<file path="src/rtl/uart_receiver.sv">
// UART receiver: 8 data bits LSB-first, even parity, one stop bit.
// Generates its own 16x oversampling tick from baud_select and flags parity/framing errors.
`timescale 1ns/1ps
module uart_receiver #(
    parameter int unsigned CLK_HZ = 50000000
) (
    input  logic       clk,
    input  logic       reset,
    input  logic       RxD,
    input  logic [2:0] baud_select,
    input  logic       Rx_EN,
    output logic [7:0] Rx_DATA,
    output logic       Rx_VALID,
    output logic       Rx_PERROR,
    output logic       Rx_FERROR
);

    // Wide enough for the slowest rate (300 baud) divisor.
    localparam int unsigned CntW = $clog2(CLK_HZ / 4800 + 2);

    function automatic logic [CntW-1:0] div_of(input int unsigned baud);
        return CntW'((CLK_HZ + 8 * baud) / (16 * baud));
    endfunction

    localparam logic [CntW-1:0] DivTable [8] = '{
        div_of(300),   div_of(1200),  div_of(4800),  div_of(9600),
        div_of(19200), div_of(38400), div_of(57600), div_of(115200)
    };

    typedef enum logic [2:0] {StIdle, StStart, StData, StParity, StStop} state_t;

    state_t          state;
    logic            rxd_meta, rxd_sync, rxd_prev;
    logic [2:0]      baud_q;
    logic [CntW-1:0] tick_cnt;
    logic [CntW-1:0] div;
    logic            tick;
    logic [3:0]      sample_cnt;
    logic [2:0]      bit_cnt;
    logic [7:0]      shift_reg;
    logic            perr;
    logic            mid_bit;

    assign div     = DivTable[baud_q];
    assign tick    = (tick_cnt == div - CntW'(1));
    // Data/parity/stop samples land 16 ticks apart, starting from the mid-start sample.
    assign mid_bit = tick && (sample_cnt == 4'd15);

    always_ff @(posedge clk or posedge reset) begin
        if (reset) begin
            state      <= StIdle;
            rxd_meta   <= 1'b1;
            rxd_sync   <= 1'b1;
            rxd_prev   <= 1'b1;
            baud_q     <= 3'd0;
            tick_cnt   <= '0;
            sample_cnt <= 4'd0;
            bit_cnt    <= 3'd0;
            shift_reg  <= 8'h00;
            perr       <= 1'b0;
            Rx_DATA    <= 8'h00;
            Rx_VALID   <= 1'b0;
            Rx_PERROR  <= 1'b0;
            Rx_FERROR  <= 1'b0;
        end else begin
            rxd_meta <= RxD;
            rxd_sync <= rxd_meta;
            rxd_prev <= rxd_sync;
            Rx_VALID <= 1'b0;

            if (!Rx_EN) begin
                state      <= StIdle;
                tick_cnt   <= '0;
                sample_cnt <= 4'd0;
                bit_cnt    <= 3'd0;
            end else begin
                if (state != StIdle) begin
                    tick_cnt <= tick ? '0 : tick_cnt + CntW'(1);
                end
                if (state != StIdle && tick) begin
                    sample_cnt <= sample_cnt + 4'd1;
                end

                case (state)
                    StIdle: begin
                        if (rxd_prev && !rxd_sync) begin
                            state      <= StStart;
                            baud_q     <= baud_select;
                            tick_cnt   <= '0;
                            sample_cnt <= 4'd0;
                        end
                    end
                    StStart: begin
                        if (tick && sample_cnt == 4'd7) begin
                            sample_cnt <= 4'd0;
                            bit_cnt    <= 3'd0;
                            state      <= rxd_sync ? StIdle : StData;
                        end
                    end
                    StData: begin
                        if (mid_bit) begin
                            shift_reg <= {rxd_sync, shift_reg[7:1]};
                            bit_cnt   <= bit_cnt + 3'd1;
                            if (bit_cnt == 3'd7) begin
                                state <= StParity;
                            end
                        end
                    end
                    StParity: begin
                        if (mid_bit) begin
                            perr  <= rxd_sync ^ (^shift_reg);
                            state <= StStop;
                        end
                    end
                    StStop: begin
                        // Leaving at mid-stop lets a back-to-back start edge be caught.
                        if (mid_bit) begin
                            Rx_DATA   <= shift_reg;
                            Rx_PERROR <= perr;
                            Rx_FERROR <= ~rxd_sync;
                            Rx_VALID  <= 1'b1;
                            state     <= StIdle;
                        end
                    end
                    default: state <= StIdle;
                endcase
            end
        end
    end

endmodule

</file>
<file path="config.mk">
export PLATFORM = sky130hd
export DESIGN_NAME = uart_receiver
export DESIGN_NICKNAME = d
export VERILOG_FILES = /design/src/rtl/uart_receiver.sv
export SDC_FILE = /design/constraint.sdc
export NUM_CORES = 1
export LEC_CHECK = 0
export BUFFER_PORTS_ARGS = -buffer_cell sky130_fd_sc_hd__buf_2
export CAP_MARGIN = 30
export CORE_ASPECT_RATIO = 1.4
export CORE_MARGIN = 2
export CORE_UTILIZATION = 55
export DETAILED_ROUTE_END_ITERATION = 8
export HOLD_SLACK_MARGIN = 0.08
export PLACE_DENSITY = 0.73
export SLEW_MARGIN = 40
export SYNTH_ARGS = -nofsm -noshare
export SYNTH_HDL_FRONTEND = slang
export SYNTH_SLANG_ARGS = --single-unit
</file>
<file path="constraint.sdc">
create_clock -name clk -period 5.52 [get_ports clk]
set_clock_uncertainty 0.05 [all_clocks]
set_input_delay 0.276 -clock clk [delete_from_list [all_inputs] [get_ports clk]]
set_output_delay 0.276 -clock clk [all_outputs]
set_load 0.03 [all_outputs]
</file>
# Word-level counts from Yosys, hierarchy flattened
# Memory sizes are Yosys's and may differ from the RTL's.
# Index checks and enable logic that the tools add are counted.
# op_classes
multipliers,0
n_mux,28
n_eq_ne,15
addsub,4
order_cmp,1
div_mod_pow,0
shifts,0
n_bitwise,3
reduce_logical,14
# op_table
cell,count
14-bit 2-to-1 mux,7
3-bit 2-to-1 mux,10
3-bit inequality test (second input constant),6
4-bit 2-to-1 mux,4
3-bit case mux with 5 select lines,1
3-bit AND reduction,5
14-bit by 1-bit adder with 14-bit output (second input constant),1
14-bit equality test,1
14-bit by 1-bit subtractor with 14-bit output (second input constant),1
4-bit case mux with 2 select lines,1
8-bit XOR reduction,1
3-bit by 2-bit equality test with 1-bit output (second input constant),2
3-bit equality test (second input constant),2
3-bit case mux with 2 select lines,1
6-bit AND reduction,1
4-bit by 1-bit adder with 4-bit output (second input constant),1
4-bit by 3-bit equality test with 1-bit output (second input constant),1
4-bit equality test (second input constant),1
4-bit >= comparator (second input constant),1
1-bit logical AND,4
3-bit NOT with 4-bit output,1
3-bit by 1-bit adder with 3-bit output (second input constant),1
3-bit by 1-bit equality test with 1-bit output (second input constant),1
3-bit logical NOT,1
other kinds (7),9
# totals
latch_bits,0
romBits,112
elab_cells,80
ramBits,0
n_memories,1
output_inout_bits,11
ff_bits,50
inputBits,7
# memory_table
name,words,word_bits,read_ports,rd_clocked_by_memory_dff,wr,line,source
(no name shown),8,14,1,0,0,44,assign div = DivTable[baud_q];

# Longest topological paths before layout
# Gate-level depths: netlist of run 1.
# logic_depth
ltp_word,11
mapped_depth,15
mapped_depth_nobuf,12

# Worst setup path before layout of run 1
# Ideal clock, no wire load.
# synth_path
path_type,register -> register
start,register baud_q[0]
end,register shift_reg[0]
n_path_buf,3
period_less_slack_ns,3.307
t_arrival_ns,3.132
required_time_ns,5.345
path_stages_with_launch,16
setup_ns,0.125
slack_ns,2.213
cell_sequence,dfrtp_1 -> buf_4 -> inv_1 -> ha_1 -> nand2_1 -> o21ai_0 -> ha_1 -> and4bb_2 -> nor2_2 -> or3_4 -> a2111oi_4 -> o221a_2 -> buf_6 -> nand3_2 -> buf_6 -> mux2_4
# synth_via
elab_chain_len,8
# synth_rtl
item,line,source
"start, declared",34,logic [2:0] baud_q;
"start signal, assigned",88,baud_q <= baud_select;
3-bit NOT with 4-bit output (not written as such),44,
memory 8 x 14 bit,n/a,
14-bit 2-to-1 mux (not written as such) (2 in a row),44,
14-bit by 1-bit subtractor with 14-bit output,45,assign tick = (tick_cnt == div - CntW'(1));
14-bit equality test,45,
1-bit logical AND,47,assign mid_bit = tick && (sample_cnt == 4'd15);
3-bit AND reduction (no source line),n/a,
"end signal, assigned",102,"shift_reg <= {rxd_sync, shift_reg[7:1]};"
"end, declared",40,logic [7:0] shift_reg;
# Every way passes these cells. The select of a mux whose other input is x is not followed.
# A chain may end at the register's enable or synchronous reset.

# Worst setup path after layout of run 1
# layout_path
start,register baud_q[0]
end,register Rx_DATA[5]
# layout_via
elab_chain_len,8
# layout_rtl
item,line,source
3-bit NOT with 4-bit output (not written as such),44,
memory 8 x 14 bit,n/a,
14-bit 2-to-1 mux (not written as such) (2 in a row),44,
14-bit by 1-bit subtractor with 14-bit output,45,
14-bit equality test,45,
1-bit logical AND,47,
3-bit AND reduction (no source line),n/a,
"end signal, assigned",118,Rx_DATA <= shift_reg;
"end, declared",12,"output logic [7:0] Rx_DATA,"
# Every way passes these cells. The select of a mux whose other input is x is not followed.

==> run_results.csv, run 1 <==
group,metric,value,unit
status,outcome,"completed",
setup_path,critical_path.max_fanout,20,
cts,cts_setup_buffers,0,
layout,nNetsFinal,325,
synth,synth.cell_area,0.00314,mm²
global_route,antenna_found_initial,0,
synth,mappedNetlistNets,316,
cts,cts-buffers-inserted,5,
cts,cts.htree.levels,2,
synth,synth_sequential_area_ratio,39.9,%
synth,yosysTopAreaCell,"sky130_fd_sc_hd__dfrtp_1",
layout,n_antenna_cell,0,
setup_path,ff2ff_setup_slack,1.37,ns
route,route.vias.total,2112,
pwr,internal_power_of_the_cells,0.000553,W
timing,total_neg_setup_slack,0,ns
layout,design_area,0.00331,mm²
cts,cts_sinks,50,
layout,syn2layout_area_growth,5.25,%
layout,mostFrequentLayoutCells,"46 x sky130_fd_sc_hd__dfrtp_1, 26 x sky130_fd_sc_hd__nor2_1, 17 x sky130_fd_sc_hd__xor2_1, 17 x sky130_fd_sc_hd__buf_2, 15 x sky130_fd_sc_hd__xnor2_1",
timing,fmax,0.241,GHz
layout,layout-drive-gt1-share,23.5,%
cts,cts_buffer_depth,2,
pwr,static-leakage-power,1.57,nW
timing,fin_ws,1.37,ns
placement,globalplace.congestion,0.834,
pwr,clock_power_share,25.8,%
global_route,overall_routing_resource_usage,20.5,%
layout,mostFrequentLayoutCell,"sky130_fd_sc_hd__dfrtp_1",
global_route,grt-ovfl-total,0,
pwr,switching_share,33.3,%
setup_path,worst-r2r-cell-count,12,
synth,total_of_flip_flops_plus_latches_after_synthesis,50,
layout,largest_reg_flops,14,
synth,async_s_r_ff_share_synth,100,%
setup_path,worst-endpoint-arrival,4.29,ns
timing,maxSlewHeadroom,59.7,%
route,vias_per_cell,5.63,
synth,syn_avg_cell_area,10.6,µm²
layout,filler_cells_inserted,471,
timing,setup_violations,0,
timing,min_period,4.15,ns
synth,synth_top_flop_cell,"sky130_fd_sc_hd__dfrtp_1",
setup_path,setup.worst_path.start_class,"flip-flop",
min_path,hold_path_startpoint,"baud_select[1]",
global_route,grt_start_max_net_pins,51,
route,totalWireLength,5620,µm
synth,yosysTopAreaCellShare,37.4,%
global_route,grt_pass1_wl,10000,µm
timing,finalHoldViolCount,0,
timing,rsz0062_at_grt,"no",
pwr,seq_power_share,48.6,%
min_path,worstHoldPathCells,2,
setup_path,worst_ep_required_time,5.67,ns
die,die_area,0.00634,mm²
route,drt_first_pass_iters,4,
setup_path,critical_path_class,"flip-flop to flip-flop",
die,placementRows,32,
synth,synth_top_cells_by_area,"sky130_fd_sc_hd__dfrtp_1 37%, sky130_fd_sc_hd__mux2_4 6.7%, sky130_fd_sc_hd__ha_1 4.8%, sky130_fd_sc_hd__xor2_1 4.7%, sky130_fd_sc_hd__xnor2_1 4.2%",
die,core-area,0.00553,mm²
timing,worst-slew-pin-transition,0.605,ns
placement,io_buffer_count,17,
die,fp.dieW,67.9,µm
route,wl_per_cell,15.0,µm
placement,dp_hpwl,3980,µm
pwr,p_per_cell_area,250,mW/mm²
pwr,p_switching,0.000276,W
pwr,vdd_drop_max,189,µV
cts,cts_root_buf,"sky130_fd_sc_hd__clkbuf_8",
synth,synthesis.instances,297,
placement,dpl-instance-area,0.00320,mm²
synth,synth_enable_flop_cells,0,
cts,path_clk_slew,0.09,ns
setup_path,worst_reg2reg_endpoint,"Rx_DATA[5]",
global_route,vias_in_the_first_global_route,2112,
run,cap_viol_max_count,0,
pwr,power.combinational.fraction,25.6,%
cts,cts_tree,"built",
die,die-height,93.4,µm
cts,clock_latency,0.31,ns
synth,synth.lib_cells_used.distinct,60,
min_path,timing.hold.worst_endpoint,"baud_q[1]",
setup_path,rr_startpoint,"baud_q[0]",
timing,maxSlewViolCount,0,
route,drtIter0Drc,125,
setup_path,cp-end-kind,"flip-flop",
placement,dp_slack,1.34,ns
die,initial_standard_cell_utilization_of_the_core,56.9,%
route,antenna_violating_nets_post_route,0,
min_path,min_path_type,"primary input to flip-flop",
route,drt_drc_violations_left,0,
die,top_level_ports,18,
synth,yosys_warnings,0,
timing,min_period_over_period,75.1,%
kinds of logic after synthesis:
| family | share of synthesized area, % |
|---|---|
| AND/OR/NAND/NOR | 18.4 |
| flip-flops | 39.9 |
| adder cells (fa/ha/maj) | 4.78 |
| AO/OA/AOI/OAI | 10.9 |
| multiplexers | 11.5 |
| buffers and inverters | 5.61 |
| XOR/XNOR | 8.92 |
worst max path at each step:
stage / startpoint / to / cells past startpoint / slack [ns]
after floorplan: baud_q[0] / shift_reg[0] / 15 / 2.21
after global placement: baud_q[0] / Rx_DATA[5] / 12 / 1.51
after detailed placement: baud_q[0] / Rx_DATA[5] / 12 / 1.34
after CTS: baud_q[2] / Rx_DATA[5] / 9 / 1.34
after global routing: baud_q[0] / Rx_DATA[5] / 12 / 1.01
final: baud_q[0] / Rx_DATA[5] / 12 / 1.37
through the flow:
step | util [%] | cells | hold slack (ns) | total power, W
global placement | 57.9 | 365 | 0.297 | 0.000617
global route | 59.9 | 375 | 0.147 | 0.000873
floorplan | - | 297 | 0.230 | 0.000585
detailed placement | 57.9 | 365 | 0.299 | 0.000618
finish | 59.9 | 375 | 0.148 | 0.000829
CTS | 59.9 | 375 | 0.149 | 0.000834
layout make-up:
cell class              count  area [µm²]  share of cell area [%]
well taps                  68        85.1                    2.57
multi-input cells         215        1710                    51.7
flip-flops and latches     50        1260                    38.0
clock inverters             3        18.8                   0.567
clock buffers               5        68.8                    2.08
repair buffers             20         113                    3.40
inverters                  14        55.1                    1.66
power by group through the flow:
stage / logic, W / registers [W] / clock network [W]
after global placement: 0.000209 / 0.000408 / 0
final: 0.000212 / 0.000402 / 0.000214
after detailed placement: 0.000209 / 0.000409 / 0
after CTS: 0.000212 / 0.000402 / 0.000220
after floorplan: 0.000196 / 0.000389 / 0
after global routing: 0.000236 / 0.000405 / 0.000232
worst max-delay path, stage by stage (launching register included):
cell and delay, ns:
sky130_fd_sc_hd__dfrtp_1 0.59, sky130_fd_sc_hd__inv_1 0.20, sky130_fd_sc_hd__ha_1 0.27, sky130_fd_sc_hd__nand2_1 0.07, sky130_fd_sc_hd__o21ai_0 0.16, sky130_fd_sc_hd__ha_1 0.29
sky130_fd_sc_hd__and4bb_2 0.25, sky130_fd_sc_hd__nor2_2 0.17, sky130_fd_sc_hd__o21ai_0 0.17, sky130_fd_sc_hd__a2111oi_4 0.37, sky130_fd_sc_hd__o221a_2 0.50, sky130_fd_sc_hd__nand4_2 0.47
sky130_fd_sc_hd__mux2_1 0.46
Yosys cell counts (5+ instances only):
master	number
sky130_fd_sc_hd__a21oi_1	9
sky130_fd_sc_hd__a31o_2	6
sky130_fd_sc_hd__and3_1	5
sky130_fd_sc_hd__buf_6	6
sky130_fd_sc_hd__clkbuf_1	7
sky130_fd_sc_hd__dfrtp_1	47
sky130_fd_sc_hd__ha_1	12
sky130_fd_sc_hd__inv_1	13
sky130_fd_sc_hd__mux2_2	7
sky130_fd_sc_hd__mux2_4	14
sky130_fd_sc_hd__mux2i_1	6
sky130_fd_sc_hd__nand2_1	13
sky130_fd_sc_hd__nand3_1	8
sky130_fd_sc_hd__nand4_1	9
sky130_fd_sc_hd__nor2_1	26
sky130_fd_sc_hd__nor3b_1	6
sky130_fd_sc_hd__o21ai_0	7
sky130_fd_sc_hd__xnor2_1	15
sky130_fd_sc_hd__xor2_1	17
layer usage:
layer	up-vias	part of all wire (%)	global-route usage (%)
li1	1064	-	-
met1	1016	44	26.0
met2	25	52	34.9
met3	7	2.2	2.89
met4	0	1.4	7.17
met5	-	0	0
what timing repair did:
action,in CTS,in global routing
endpoints found under the hold margin,48,0
hold buffers,2,0
gates resized for setup,0,0
endpoints found under the setup margin,0,0
Power figures use the tool's default switching activity.
==> inputs of run 2 (changes only) <==
--- a/config.mk
+++ b/config.mk
@@ -5,6 +5,7 @@
 export SDC_FILE = /design/constraint.sdc
 export NUM_CORES = 1
 export LEC_CHECK = 0
+export ABC_AREA = 1
 export BUFFER_PORTS_ARGS = -buffer_cell sky130_fd_sc_hd__buf_2
 export CAP_MARGIN = 30
 export CORE_ASPECT_RATIO = 1.4
==> constraint.sdc (replaced) <==
create_clock -name clk -period 4.3 [get_ports clk]
set_clock_uncertainty 0.05 [all_clocks]
set_input_delay 0.215 -clock clk [delete_from_list [all_inputs] [get_ports clk]]
set_output_delay 0.215 -clock clk [all_outputs]
set_load 0.03 [all_outputs]
==> run 2 against run 1 <==
Effect of this change: count of clock-buffer cells in the layout is the same; die area rose by 6.0%; final cell count grew 40%; combinational power grew to 5.0 times the previous value; first-iteration DRC count decreased by 17%; wire length increased by 21%; critical path depth is 4 higher; synthesized cell count up 46%; clock power grew 29%; critical path type unchanged; critical endpoint is now Rx_PERROR.
==> run_results.csv, run 2 <==
group,metric,value,unit
timing,maxSlewHeadroom,60.0,%
die,die-height,96.3,µm
timing,maxSlewViolCount,0,
min_path,worstHoldPathCells,3,
synth,synthesis.instances,434,
layout,n_antenna_cell,0,
route,drtIter0Drc,104,
synth,post-synth-top-count-cell,"sky130_fd_sc_hd__nand2_1",
synth,synth.lib_cells_used.distinct,34,
timing,setup_violations,0,
placement,dp_slack,1.18,ns
synth,yosysTopAreaCellShare,35.2,%
layout,design_area,0.00357,mm²
die,placementRows,33,
route,vias_per_cell,5.28,
layout,syn2layout_area_growth,6.70,%
status,outcome,"completed",
synth,yosys_warnings,0,
setup_path,worst_ep_required_time,4.44,ns
synth,synthTopCellsByCount,"127 x sky130_fd_sc_hd__nand2_1, 47 x sky130_fd_sc_hd__dfrtp_1, 47 x sky130_fd_sc_hd__inv_1",
synth,synth_top_flop_cell,"sky130_fd_sc_hd__dfrtp_1",
setup_path,critical_path.max_fanout,20,
route,wl_per_cell,13.0,µm
die,die_area,0.00673,mm²
placement,dpl-instance-area,0.00346,mm²
die,fp.dieW,69.9,µm
global_route,grt_start_max_net_pins,51,
cts,cts.htree.levels,2,
placement,globalplace.congestion,0.920,
die,initial_standard_cell_utilization_of_the_core,57.0,%
cts,cts_setup_buffers,0,
timing,worst-slew-pin-transition,0.599,ns
synth,synth_enable_flop_cells,0,
timing,fin_ws,1.17,ns
timing,min_period_over_period,72.7,%
layout,multi_input_area,0.00183,mm²
global_route,grt_pass1_wl,12000,µm
synth,yosysTopAreaCell,"sky130_fd_sc_hd__dfrtp_1",
synth,fraction_of_the_mapped_netlist_area_in_compound_gates,6.70,%
layout,layout-drive-gt1-share,15.9,%
setup_path,worst-r2r-cell-count,16,
timing,finalHoldViolCount,0,
synth,synth_sequential_area_ratio,37.5,%
layout,nNetsFinal,472,
synth,async_s_r_ff_share_synth,100,%
timing,fmax,0.320,GHz
pwr,vdd_drop_max,245,µV
synth,synth_top_family_by_area,"simple AND/OR/NAND/NOR gates",
cts,cts-buffers-inserted,5,
synth,synth-adder-area-share,4.49,%
cts,cts_buffer_depth,2,
synth,mappedNetlistNets,453,
placement,dp_hpwl,5280,µm
layout,largest_reg_flops,14,
placement,io_buffer_count,17,
global_route,antenna_found_initial,0,
global_route,vias_in_the_first_global_route,2800,
die,core-area,0.00586,mm²
synth,total_of_flip_flops_plus_latches_after_synthesis,50,
cts,clock_latency,0.31,ns
synth,post_synth_and_or_nand_nor_area_fraction,36.8,%
setup_path,setup.worst_path.start_class,"flip-flop",
layout,filler_cells_inserted,558,
pwr,static-leakage-power,1.83,nW
setup_path,cp-end-kind,"flip-flop",
run,cap_viol_max_count,0,
route,drt_drc_violations_left,0,
route,drt_first_pass_iters,4,
layout,mostFrequentLayoutCell,"sky130_fd_sc_hd__nand2_1",
timing,finalHoldWorstSlack,0.0999,ns
synth,post_synth_xor_area_fraction,6.81,%
timing,rsz0062_at_grt,"no",
setup_path,critical_path_class,"flip-flop to flip-flop",
timing,min_period,3.13,ns
route,route.vias.total,2768,
synth,synth_top_cells_by_area,"sky130_fd_sc_hd__dfrtp_1 35%, sky130_fd_sc_hd__nand2_1 14%, sky130_fd_sc_hd__inv_1 5.3%, sky130_fd_sc_hd__nor2_1 4.9%, sky130_fd_sc_hd__ha_1 4.5%",
layout,area.sequential,0.00125,mm²
global_route,overall_routing_resource_usage,22.2,%
timing,total_neg_setup_slack,0,ns
cts,cts_sinks,50,
cts,cts_tree,"built",
layout,mostFrequentLayoutCells,"127 x sky130_fd_sc_hd__nand2_1, 47 x sky130_fd_sc_hd__dfrtp_1, 46 x sky130_fd_sc_hd__inv_1, 44 x sky130_fd_sc_hd__nor2_1, 29 x sky130_fd_sc_hd__nand3_1",
synth,syn_avg_cell_area,7.70,µm²
pwr,finalPower,0.00189,W
pwr,p_per_cell_area,529,mW/mm²
synth,yosys-mux-area-fraction,0,%
global_route,grt-ovfl-total,0,
cts,path_clk_slew,0.09,ns
route,totalWireLength,6820,µm
cts,cts_root_buf,"sky130_fd_sc_hd__clkbuf_8",
die,top_level_ports,18,
setup_path,worst-endpoint-arrival,3.27,ns
route,antenna_violating_nets_post_route,0,
synth,synth.cell_area,0.00334,mm²
min_path,min_path_type,"primary input to flip-flop",
==> run 2: changes by cell type after synthesis, sizes merged, moves of 6 or more <==
cell	delta
nand2	+127
inv	+35
nor2	+26
nand3	+24
mux2	-22
o21ai	+15
clkbuf	-7
a31o	-6
mux2i	-6
nor3b	-6
==> run 2: layout make-up <==
cell class	count	share of cell area, %
repair buffers	19	2.95
well taps	70	2.46
inverters	52	5.58
clock inverters	3	0.596
flip-flops and latches	50	35.2
clock buffers	5	1.93
multi-input cells	325	51.3
==> run 2: critical path: stages, from the launching register on <==
cell and delay (ns):
sky130_fd_sc_hd__dfrtp_1 0.51, sky130_fd_sc_hd__inv_2 0.27, sky130_fd_sc_hd__nand2_1 0.19, sky130_fd_sc_hd__nand2_1 0.16, sky130_fd_sc_hd__ha_1 0.23, sky130_fd_sc_hd__nand3_1 0.13
sky130_fd_sc_hd__nor2_4 0.16, sky130_fd_sc_hd__nand2_2 0.08, sky130_fd_sc_hd__xor2_1 0.14, sky130_fd_sc_hd__nand2_1 0.07, sky130_fd_sc_hd__nand2_1 0.09, sky130_fd_sc_hd__nor2_4 0.14
sky130_fd_sc_hd__nand3_2 0.13, sky130_fd_sc_hd__nor2_4 0.14, sky130_fd_sc_hd__nand2_2 0.27, sky130_fd_sc_hd__nand2_1 0.17, sky130_fd_sc_hd__o21ai_2 0.06
==> run 2: routing by layer <==
layer / vias to the layer above / routed length, µm / global-route usage [%]
met2: 37 / 3570 / 42.3
met3: 27 / 138 / 3.14
met1: 1296 / 2810 / 23.5
li1: 1408 / - / -
met4: 0 / 299 / 11.9
met5: - / 0 / 0
==> run 2: what timing repair did <==
action	in CTS	in global routing
hold endpoints to repair	48	0
hold buffers	2	0
resized for setup	0	0
setup endpoints to repair	0	0
==> run 2: final timing paths <==
check	slack (ns)	from	endpoint
max	1.17	baud_q[2]	Rx_PERROR
min	0.1	baud_select[1]	baud_q[1]
max reg2reg	1.17	baud_q[2]	Rx_PERROR
min reg2reg	0.31	rxd_meta	rxd_sync
max in group asynchronous	3.30	reset	sample_cnt[0]
min in group asynchronous	0.47	reset	Rx_DATA[2]
==> run 2: stage by stage <==
stage | utilization, % | std cells
floorplan | - | 434
global placement | 58.9 | 514
detailed placement | 59.0 | 514
CTS | 60.8 | 524
global route | 60.8 | 524
finish | 60.8 | 524
==> run 2: cells by family after synthesis <==
family | after synthesis
AOI/OAI and AO/OA | 34
xor gates and xnor gates | 26
adders and majority gates | 12
buffers and inverters | 59
DFF | 50
and+or+nand+nor | 253
==> run 2: power breakdown <==
group | switching, W | internal, W
combinational | 0.000715 | 0.000333
clock | 0.000163 | 0.000115
sequential | 0.0000552 | 0.000508
